## config.mk

```make
export PLATFORM = sky130hd
export DESIGN_NAME = axis_token_shaper_flat
export DESIGN_NICKNAME = d
export VERILOG_FILES = /design/src/rtl/axis_token_shaper_if.sv /design/src/rtl/axis_token_shaper.sv /design/src/flat_wrapper.sv
export SDC_FILE = /design/constraint.sdc
export NUM_CORES = 1
export LEC_CHECK = 0
export ABC_AREA = 1
export CORE_AREA = 2 2 125 127
export DETAILED_ROUTE_END_ITERATION = 6
export DIE_AREA = 0 0 127 129
export DONT_BUFFER_PORTS = 1
export PLACE_DENSITY_LB_ADDON = 0.12
export SLEW_MARGIN = 15
export SYNTH_ARGS = -nofsm -noshare
export SYNTH_HDL_FRONTEND = slang
export SYNTH_SLANG_ARGS = --single-unit
```

## constraint.sdc

```tcl
create_clock -name clk -period 7.65 [get_ports clk]
set_clock_uncertainty 0.05 [all_clocks]
set_input_delay 0.3825 -clock clk [delete_from_list [all_inputs] [get_ports clk]]
set_output_delay 0.3825 -clock clk [all_outputs]
set_load 0.02 [all_outputs]
```

## src/rtl/axis_token_shaper_if.sv

```systemverilog
// Control pair and output-stream snoop shared between a packet gater and its rate shaper.
// master = shaper side (issues grants, observes beats); slave = gater side.
interface axis_token_shaper_if #(
    parameter int unsigned AXIS_BYTES = 1
);
    logic                  c_pass;
    logic                  c_ready;
    logic                  mon_tvalid;
    logic                  mon_tready;
    logic                  mon_tlast;
    logic [AXIS_BYTES-1:0] mon_tkeep;

    modport master (
        output c_pass,
        input  c_ready,
        input  mon_tvalid,
        input  mon_tready,
        input  mon_tlast,
        input  mon_tkeep
    );

    modport slave (
        input  c_pass,
        output c_ready,
        output mon_tvalid,
        output mon_tready,
        output mon_tlast,
        output mon_tkeep
    );
endinterface

```

## src/rtl/axis_token_shaper.sv

```systemverilog
// Byte-based token-bucket shaper: grants one packet at a time while the bucket is non-negative
// and debits the bucket by the bytes seen leaving the gater.
module axis_token_shaper #(
    parameter int unsigned AXIS_BYTES  = 1,
    parameter int unsigned TOKEN_BITS  = 16,
    parameter int unsigned PERIOD_BITS = 16
) (
    input  logic                         clk,
    input  logic                         areset,
    input  logic                         cfg_enable_i,
    input  logic [PERIOD_BITS-1:0]       cfg_period_i,
    input  logic [TOKEN_BITS-1:0]        cfg_refill_i,
    input  logic [TOKEN_BITS-1:0]        cfg_max_i,
    axis_token_shaper_if.master          gate_io,
    output logic signed [TOKEN_BITS:0]   stat_tokens_o,
    output logic [31:0]                  stat_pkts_o
);
    localparam int unsigned CntW = $clog2(AXIS_BYTES + 1);
    localparam int unsigned SumW = TOKEN_BITS + 3;

    typedef enum logic [0:0] {StIdle, StGrantWait} state_e;

    state_e                    state_q, state_d;
    logic [PERIOD_BITS-1:0]    period_cnt_q, period_cnt_d;
    logic signed [TOKEN_BITS:0] bucket_q, bucket_d;
    logic [31:0]               pkts_q, pkts_d;

    logic                      beat;
    logic                      pass;
    logic                      refill_now;
    logic [PERIOD_BITS-1:0]    period_eff;
    logic [CntW-1:0]           keep_cnt;
    logic signed [SumW-1:0]    sum, lim_hi, lim_lo;

    assign beat = gate_io.mon_tvalid & gate_io.mon_tready;

    always_comb begin
        keep_cnt = '0;
        for (int i = 0; i < AXIS_BYTES; i++) begin
            keep_cnt = keep_cnt + CntW'(gate_io.mon_tkeep[i]);
        end
    end

    // A zero period behaves like one: refill on every cycle.
    always_comb begin
        period_eff   = (cfg_period_i == '0) ? PERIOD_BITS'(1) : cfg_period_i;
        refill_now   = (period_cnt_q >= period_eff - PERIOD_BITS'(1));
        period_cnt_d = refill_now ? '0 : period_cnt_q + PERIOD_BITS'(1);
    end

    // Net refill and debit first, then a single clamp to [-2^TOKEN_BITS, cfg_max].
    always_comb begin
        sum = {{2{bucket_q[TOKEN_BITS]}}, bucket_q};
        if (refill_now) begin
            sum = sum + $signed({3'b000, cfg_refill_i});
        end
        if (beat) begin
            sum = sum - $signed({{(SumW - CntW){1'b0}}, keep_cnt});
        end
        lim_hi = $signed({3'b000, cfg_max_i});
        lim_lo = $signed({3'b111, {TOKEN_BITS{1'b0}}});
        if (sum > lim_hi) begin
            bucket_d = {1'b0, cfg_max_i};
        end else if (sum < lim_lo) begin
            bucket_d = {1'b1, {TOKEN_BITS{1'b0}}};
        end else begin
            bucket_d = sum[TOKEN_BITS:0];
        end
    end

    always_comb begin
        state_d = state_q;
        pkts_d  = pkts_q;
        pass    = !areset && (state_q == StIdle) && cfg_enable_i && !bucket_q[TOKEN_BITS] &&
                  gate_io.c_ready;
        unique case (state_q)
            StIdle: begin
                if (pass) begin
                    state_d = StGrantWait;
                end
            end
            StGrantWait: begin
                if (beat && gate_io.mon_tlast) begin
                    state_d = StIdle;
                    pkts_d  = pkts_q + 32'd1;
                end
            end
            default: state_d = StIdle;
        endcase
    end

    always_ff @(posedge clk or posedge areset) begin
        if (areset) begin
            state_q      <= StIdle;
            period_cnt_q <= '0;
            bucket_q     <= '0;
            pkts_q       <= '0;
        end else begin
            state_q      <= state_d;
            period_cnt_q <= period_cnt_d;
            bucket_q     <= bucket_d;
            pkts_q       <= pkts_d;
        end
    end

    assign gate_io.c_pass = pass;
    assign stat_tokens_o  = bucket_q;
    assign stat_pkts_o    = pkts_q;
endmodule
```

## src/flat_wrapper.sv

```systemverilog
// flat-port wrapper written by rule: the top's interface ports become plain ports
module axis_token_shaper_flat 
#(
    parameter int unsigned AXIS_BYTES  = 1,
    parameter int unsigned TOKEN_BITS  = 16,
    parameter int unsigned PERIOD_BITS = 16
)
  (clk, areset, cfg_enable_i, cfg_period_i, cfg_refill_i, cfg_max_i, stat_tokens_o, stat_pkts_o, gate_io_c_pass, gate_io_c_ready, gate_io_mon_tvalid, gate_io_mon_tready, gate_io_mon_tlast, gate_io_mon_tkeep);
  axis_token_shaper_if #(.AXIS_BYTES(AXIS_BYTES)) gate_io_i ();
  input  logic clk;
  input  logic areset;
  input  logic cfg_enable_i;
  input  logic [PERIOD_BITS-1:0] cfg_period_i;
  input  logic [TOKEN_BITS-1:0] cfg_refill_i;
  input  logic [TOKEN_BITS-1:0] cfg_max_i;
  output logic signed [TOKEN_BITS:0] stat_tokens_o;
  output logic [31:0] stat_pkts_o;
  output wire logic [$bits(gate_io_i.c_pass)-1:0] gate_io_c_pass;
  input wire logic [$bits(gate_io_i.c_ready)-1:0] gate_io_c_ready;
  input wire logic [$bits(gate_io_i.mon_tvalid)-1:0] gate_io_mon_tvalid;
  input wire logic [$bits(gate_io_i.mon_tready)-1:0] gate_io_mon_tready;
  input wire logic [$bits(gate_io_i.mon_tlast)-1:0] gate_io_mon_tlast;
  input wire logic [$bits(gate_io_i.mon_tkeep)-1:0] gate_io_mon_tkeep;
  assign gate_io_c_pass = gate_io_i.c_pass;
  assign gate_io_i.c_ready = gate_io_c_ready;
  assign gate_io_i.mon_tvalid = gate_io_mon_tvalid;
  assign gate_io_i.mon_tready = gate_io_mon_tready;
  assign gate_io_i.mon_tlast = gate_io_mon_tlast;
  assign gate_io_i.mon_tkeep = gate_io_mon_tkeep;
  axis_token_shaper #(.AXIS_BYTES(AXIS_BYTES), .TOKEN_BITS(TOKEN_BITS), .PERIOD_BITS(PERIOD_BITS)) u_core (.clk(clk), .areset(areset), .cfg_enable_i(cfg_enable_i), .cfg_period_i(cfg_period_i), .cfg_refill_i(cfg_refill_i), .cfg_max_i(cfg_max_i), .gate_io(gate_io_i), .stat_tokens_o(stat_tokens_o), .stat_pkts_o(stat_pkts_o));
endmodule
```

==> impl_results.rst, run 1 <==
.. list-table::
   :header-rows: 1

   * - Metric
     - Value
   * - Worst Tran Pin Value
     - 0.865 ns
   * - Buffers from clock root to sink, at most
     - 2
   * - RD Place Congestion
     - approximately 0.88
   * - Reported leakage power
     - around 0.0033 uW
   * - Clock tree from TritonCTS
     - built
   * - Count of hold-fix buffers inserted at cts
     - 0
   * - Count of fill cells added during filler insertion
     - about 1,600
   * - Status
     - completed
   * - DPL Wire Length
     - about 12 mm
   * - Vias in the first global route
     - 5,124
   * - Max-slew violation total from the final report
     - 0
   * - Syn Area/Cell
     - roughly 7.2 um^2
   * - Number of antenna violations at the first check in global routing
     - 0
   * - Total design power
     - 2010 uW
   * - Num CTS Buffers
     - 9
   * - Total of flip-flops plus latches after synthesis
     - 66
   * - WL/cell
     - between 10 and 15 um
   * - Largest stage delay on the critical path
     - 0.36 ns
   * - Final Hold Vio Count
     - 0
   * - Unrepaired setup endpoints after global routing
     - false
   * - Worst hold slack
     - ~0.10 ns
   * - Cell with the largest stage delay on the worst path
     - sky130_fd_sc_hd__nor4_1
   * - FP Rows
     - 45
   * - First-pass GRT wire length
     - around 24 mm
   * - Die Footprint
     - around 16,000 um^2
   * - Clock latency reported for the late side of the worst-skew pair
     - 0.34 ns
   * - Endpoint arrival time on the critical path
     - ~6.4 ns
   * - Commonest cells after routing, fill and taps aside
     - 214 x sky130_fd_sc_hd__nand2_1, 114 x sky130_fd_sc_hd__inv_1, 71 x sky130_fd_sc_hd__nor2_1
   * - Starting Density
     - roughly 40%
   * - Vias after detailed routing
     - just over 5,000
   * - Mapped Cells
     - 812
   * - Clock-pin slew on the worst setup and hold paths
     - roughly 0.060 ns
   * - Netlist area before placement
     - 5890 um^2
   * - H-tree lvl count
     - 3
   * - Number of different library cells in the post-synthesis netlist
     - 48
   * - CTS Root Buffer Type
     - sky130_fd_sc_hd__clkbuf_16
   * - GR Overflow Total
     - 0
   * - Share of layout cells above drive strength 1
     - slightly below 9%
   * - Core Box Area
     - 15,000 um^2
   * - Sequential element share of the synthesized area
     - ~28%
   * - Tmin final
     - slightly above 6 ns
   * - Max transition margin
     - 42.3%
   * - Number of DRC markers in iteration 0
     - 190
   * - Hold Path Class
     - in -> async
   * - Horiz. Die Dim
     - between 100 and 150 um
   * - Total power per unit cell area
     - approximately 320 nW/um^2
   * - Final period util
     - between 80% and 90%
   * - Max Freq
     - 163 MHz
   * - Clock Sinks
     - 66
   * - Drt drc
     - 0
   * - Routed Antenna Nets
     - 0
   * - Switching power share of the total
     - 47.3%
   * - Critical path peak fanout
     - 30
   * - IR Drop Worst-Case VDD
     - about 0.13 mV
   * - Crit path launch type
     - input port
   * - Number of nets at the end of the flow
     - slightly above 900
   * - Mapped Nets
     - 922
   * - Proportion of power drawn by flip-flops and latches
     - 30.0%
   * - Antenna diode instance count
     - 0
   * - Total of warnings raised by yosys
     - 0
   * - Most common cell after layout, fill and taps aside
     - sky130_fd_sc_hd__nand2_1
   * - Critical Path Most Common Cell
     - sky130_fd_sc_hd__nand2_1
   * - Area Growth Syn to Fin
     - 7.70%
   * - Endpoint required time on the critical path
     - approximately 8 ns
   * - Pre-Repair DR Iteration Count
     - 4
   * - Die height
     - 129 um
   * - IO Count
     - ~110
   * - Maximum number of pins on one net before global-route repair
     - 67
   * - Sum Neg Setup Slack
     - 0 ns
   * - Crit path capture type
     - flop
   * - CTS-repair resized insts
     - 0
   * - Ratio of routed vias to standard cells
     - ~5.1
   * - Area of combinational cells with multiple inputs
     - 3690 um^2
   * - Number of violations of the max-capacitance limit
     - 0
   * - Register area
     - around 1700 um^2
   * - Combinational fraction of design power
     - 49.1%
   * - Switching power summed over all nets
     - 951 uW
   * - Clock network fraction of design power
     - a little over a fifth
   * - Routed wire length
     - approximately 15 mm
   * - Post-CTS repair timing setup buffer count
     - 0
   * - Setup violators final
     - 0
   * - Setup Crit Path Kind
     - in -> reg
   * - IO Port Bufs
     - 0
   * - Global router's overall resource usage
     - 18.4%
   * - Internal power summed over all cells
     - around 1100 uW
cell usage after synthesis, drive strengths merged:
| library cell | number | area, um^2 |
|---|---|---|
| nand2 | 229 | 926 |
| inv | 118 | 445 |
| nor2 | 79 | 337 |
| nand3 | 77 | 473 |
| dfrtp | 66 | 1650 |
| ha | 53 | 663 |
| a21oi | 35 | 190 |
| xor2 | 35 | 325 |
| o21ai | 23 | 138 |
| nor3 | 21 | 120 |
| xnor2 | 20 | 175 |
| nand3b | 11 | 82.6 |
| nand4 | 11 | 68.8 |
| buf | 7 | 90.1 |
| nor4 | 5 | 31.3 |
| nor3b | 4 | 30.0 |
| or2 | 4 | 25.0 |
| a31oi | 2 | 12.5 |
| and2 | 2 | 12.5 |
| mux2i | 2 | 20.0 |
| o21bai | 2 | 15.0 |
| a22oi | 1 | 7.51 |
| clkbuf | 1 | 3.75 |
| fa | 1 | 20.0 |
| o2111ai | 1 | 8.76 |
| o21a | 1 | 7.51 |
| or3 | 1 | 6.26 |
critical path, delay by kind of cell:
family | cells | cell delay [ns]
AO/OA/AOI/OAI | 4 | 0.81
XOR/XNOR | 2 | 0.41
adder cells (fa/ha/maj) | 4 | 0.94
buffers and inverters | 2 | 0.06
multiplexers | 1 | 0.27
AND/OR/NAND/NOR | 26 | 3.50
per-stage QoR:
step	util (%)	area, um^2	worst slack (ns)	instances
6_report	42.3	6340	1.50	1008
5_1_grt	42.3	6340	0.550	1008
4_1_cts	42.3	6340	1.43	1008
3_5_place_dp	40.3	6030	1.08	993
3_3_place_gp	40.3	6030	1.27	993
2_1_floorplan	-	5890	1.86	812
cells by family (layout without fill, tap and decap cells):
logic type,count (synthesis),in the layout,synth area share (%)
adders and majority gates,54,54,11.6
DFF,66,66,28.1
xor gates and xnor gates,55,55,8.50
AOI/OAI and AO/OA,65,65,6.44
muxes,2,2,0.340
and+or+nand+nor,444,444,35.9
buffers and inverters,126,134,9.16
sequential cells by signal, indices dropped and copies added (netlist names):
| signal | cells |
|---|---|
| u_core.period_cnt_q | 16 |
| u_core.stat_pkts_o | 32 |
| u_core.stat_tokens_o | 17 |
| u_core.state_q | 1 |
area by class of cell:
type | instances | share of cell area [%]
multi-input cells | 620 | 58.3
flip-flops and latches | 66 | 26.1
inverters | 118 | 7.03
clock buffers | 11 | 3.99
well taps | 188 | 3.71
clock inverters | 4 | 0.809
repair buffers | 1 | 0.118
per-layer routing:
layer / share of wire [%] / global-route usage, % / up-vias
li1: - / - / 2619
met1: 44 / 21.8 / 2366
met2: 48 / 32.1 / 104
met3: 5.6 / 4.57 / 20
met4: 2.4 / 7.37 / 0
met5: 0 / 0 / -
power by group through the flow:
stage          logic (uW)  registers [uW]  clock network [uW]
2_1_floorplan         811             560                   0
5_1_grt              1140             618                 444
4_1_cts               995             606                 433
6_report              989             603                 420
3_3_place_gp          969             612                   0
3_5_place_dp          987             612                   0
worst paths after layout:
| path | end | slack, ns | startpoint | depth (start not counted) |
|---|---|---|---|---|
| min in group clk | u_core.stat_tokens_o[6] | 0.14 | cfg_max_i[6] | 2 |
| worst max-delay path | u_core.stat_tokens_o[0] | 1.50 | cfg_period_i[1] | 39 |
| worst min-delay path | u_core.state_q | 0.10 | areset | 2 |
| worst max register to register | u_core.stat_tokens_o[0] | 2.59 | u_core.period_cnt_q[5] | 31 |
| max in group asynchronous | u_core.period_cnt_q[6] | 6.84 | areset | 2 |
| worst min register to register | u_core.period_cnt_q[0] | 0.44 | u_core.period_cnt_q[0] | 1 |
No activity file was read; power rests on OpenSTA's default activity.
==> run 2, diff against run 1 <==
- clock period: 7.65 -> 5.9 ns (I/O delays scaled with it)
==> run 2 against run 1 <==
Sequential share of layout area decreased by 0.95 points. Clock-buffer cell count decreased by 1. Power increased by 34%. Non-clock buffer count increased by 12. Design area increased by 3.8%. Hold slack got worse by 0.067 ns. Global-route usage about the same. Sequential power increased by 30%. Highest routed layer unchanged. Critical path depth decreased by 1. Flip-flop and latch count unchanged. Register-to-register slack got worse by 1.2 ns. Combinational power increased by 35%.
==> impl_results.rst, run 2 (synthesis gave the netlist of run 1 again) <==
.. list-table::
   :header-rows: 1

   * - Metric
     - Value
   * - Finished Cell Area
     - roughly 6600 um^2
   * - Status
     - completed
   * - Crit path launch type
     - input port
   * - Routed wire length
     - approximately 15 mm
   * - Sum Neg Setup Slack
     - 0 ns
   * - Delay-heaviest family, CP
     - simple AND/OR/NAND/NOR gates
   * - Global router's overall resource usage
     - a little under a fifth
   * - Core Box Area
     - 15,000 um^2
   * - Tmin final
     - around 5.4 ns
   * - Clock-pin slew on the worst setup and hold paths
     - roughly 0.060 ns
   * - Register area
     - 1650 um^2
   * - Num CTS Buffers
     - 9
   * - Critical path buffers and inverters
     - 4
   * - Slack of the worst reg-to-reg path
     - approximately 1.4 ns
   * - Routed Antenna Nets
     - 0
   * - Flip-flop count of the largest register, all copies and words added
     - 32
   * - Share of layout cells above drive strength 1
     - 11.5%
   * - IO Count
     - approximately 110
   * - Clock Sinks
     - 66
   * - Endpoint required time on the critical path
     - ~6.1 ns
   * - CTS Root Buffer Type
     - sky130_fd_sc_hd__clkbuf_16
   * - Max Freq
     - 184 MHz
   * - DPL Wire Length
     - around 12 mm
   * - Critical Path Most Common Cell
     - sky130_fd_sc_hd__nand2_1
   * - Worst R2R Start
     - u_core.period_cnt_q[7]
   * - Worst hold slack
     - 0.0362 ns
   * - Area of combinational cells with multiple inputs
     - ~3800 um^2
   * - Setup violators final
     - 0
   * - Final Hold Vio Count
     - 0
   * - Clock tree from TritonCTS
     - built
   * - First-pass GRT wire length
     - ~24 mm
   * - Pre-Repair DR Iteration Count
     - 4
   * - Largest stage delay on the critical path
     - approximately 0.31 ns
   * - Count of hold-fix buffers inserted at cts
     - 0
   * - Final Instance Count excl. Fillers
     - around 1,000
   * - Number of DRC markers in iteration 0
     - between 200 and 250
   * - Crit path capture type
     - flop
   * - Count of fill cells added during filler insertion
     - 1,554
   * - Cell with the largest stage delay on the worst path
     - sky130_fd_sc_hd__ha_1
   * - Count of cells along the worst register-to-register path
     - 31
   * - IO Port Bufs
     - 0
   * - Ratio of routed vias to standard cells
     - approximately 5
   * - Max-slew violation total from the final report
     - 0
   * - Drt drc
     - 0
   * - Area Growth Syn to Fin
     - 11.8%
   * - Clock latency reported for the late side of the worst-skew pair
     - around 0.34 ns
   * - Max transition margin
     - a little over two fifths
   * - Vias after detailed routing
     - around 5,100
   * - Starting Density
     - roughly two fifths
   * - Endpoint arrival time on the critical path
     - about 5.6 ns
   * - Total power per unit cell area
     - between 400 and 500 nW/um^2
   * - Total design power
     - about 2700 uW
   * - Critical path peak fanout
     - 11
   * - IR Drop Worst-Case VDD
     - between 0.15 and 0.2 mV
   * - Number of antenna violations at the first check in global routing
     - 0
   * - Reported leakage power
     - about 0.0034 uW
   * - Most common cell after layout, fill and taps aside
     - sky130_fd_sc_hd__nand2_1
   * - Reg2reg end
     - u_core.stat_tokens_o[0]
   * - Maximum number of pins on one net before global-route repair
     - 67
   * - Number of violations of the max-capacitance limit
     - 0
   * - Horiz. Die Dim
     - between 100 and 150 um
   * - Vias in the first global route
     - 4,990
   * - Die height
     - around 130 um
   * - Worst Tran Pin Value
     - 0.869 ns
   * - H-tree lvl count
     - 3
   * - RD Place Congestion
     - between 0.8 and 0.9
   * - Commonest cells after routing, fill and taps aside
     - 212 x sky130_fd_sc_hd__nand2_1, 114 x sky130_fd_sc_hd__inv_1, 71 x sky130_fd_sc_hd__nor2_1
   * - WL/cell
     - between 10 and 15 um
   * - FP Rows
     - 45
   * - Antenna diode instance count
     - 0
   * - Setup Crit Path Kind
     - in -> reg
   * - Instance area after placement
     - roughly 6000 um^2
   * - Buffers from clock root to sink, at most
     - 2
   * - Final period util
     - between 90% and 100%
   * - GR Overflow Total
     - 0
   * - Hold Path Class
     - in -> async
   * - Placed instance count
     - between 900 and 1,000
   * - Number of nets at the end of the flow
     - 938
   * - Die Footprint
     - 16,400 um^2
[run 2: per-stage QoR]
stage               setup slack (ns)  util, %
finish                         0.460     43.9
global route                  -0.127     43.9
CTS                            0.168     42.8
detailed placement            -0.174     40.7
global placement              0.0126     40.7
floorplan                      0.199        -
[run 2: routing by layer]
layer | part of all wire (%) | global-route usage (%)
met5 | 0 | 0
met4 | 1.9 | 7.11
met3 | 4.6 | 3.78
met2 | 48 | 31.5
met1 | 45 | 23.0
[run 2: cell type report]
class                   count  share of cell area, %
well taps                 188                   3.58
clock buffers              10                   3.48
flip-flops and latches     66                   25.1
repair buffers             13                   2.19
multi-input cells         620                   57.5
clock inverters             6                   1.37
inverters                 118                   6.77
[run 2: worst max-delay path by stage]
stage / startpoint / depth (start not counted) / slack, ns / to
final: cfg_period_i[9] / 38 / 0.46 / u_core.stat_tokens_o[0]
after CTS: cfg_period_i[5] / 39 / 0.17 / u_core.stat_tokens_o[0]
after floorplan: cfg_period_i[1] / 41 / 0.20 / u_core.stat_tokens_o[14]
after detailed placement: cfg_period_i[5] / 39 / -0.17 / u_core.stat_tokens_o[4]
after global placement: cfg_period_i[1] / 39 / 0.01 / u_core.stat_tokens_o[0]
after global routing: cfg_period_i[9] / 41 / -0.13 / u_core.stat_tokens_o[10]
[run 2: worst reg2reg max path: cells and delay by family (launching register included)]
family          cells  cell delay (ns)
compound gates      3             0.45
xor+xnor            1             0.22
fa+ha+maj           4             0.97
buf+inv             3             0.28
flops               1             0.42
mux                 1             0.24
simple gates       19             1.75
[run 2: timing repair]
| action | in CTS | in global routing |
|---|---|---|
| buffers inserted | 0 | 5 |
| setup endpoints to repair | 0 | 16 |
| resized for setup | 0 | 18 |
[run 2: report_power, final]
part	leakage, uW	switching (uW)	internal, uW
logic	0.00242	826	512
registers	0.000841	231	554
clock network	0.000153	204	371
total	0.00342	1260	1440
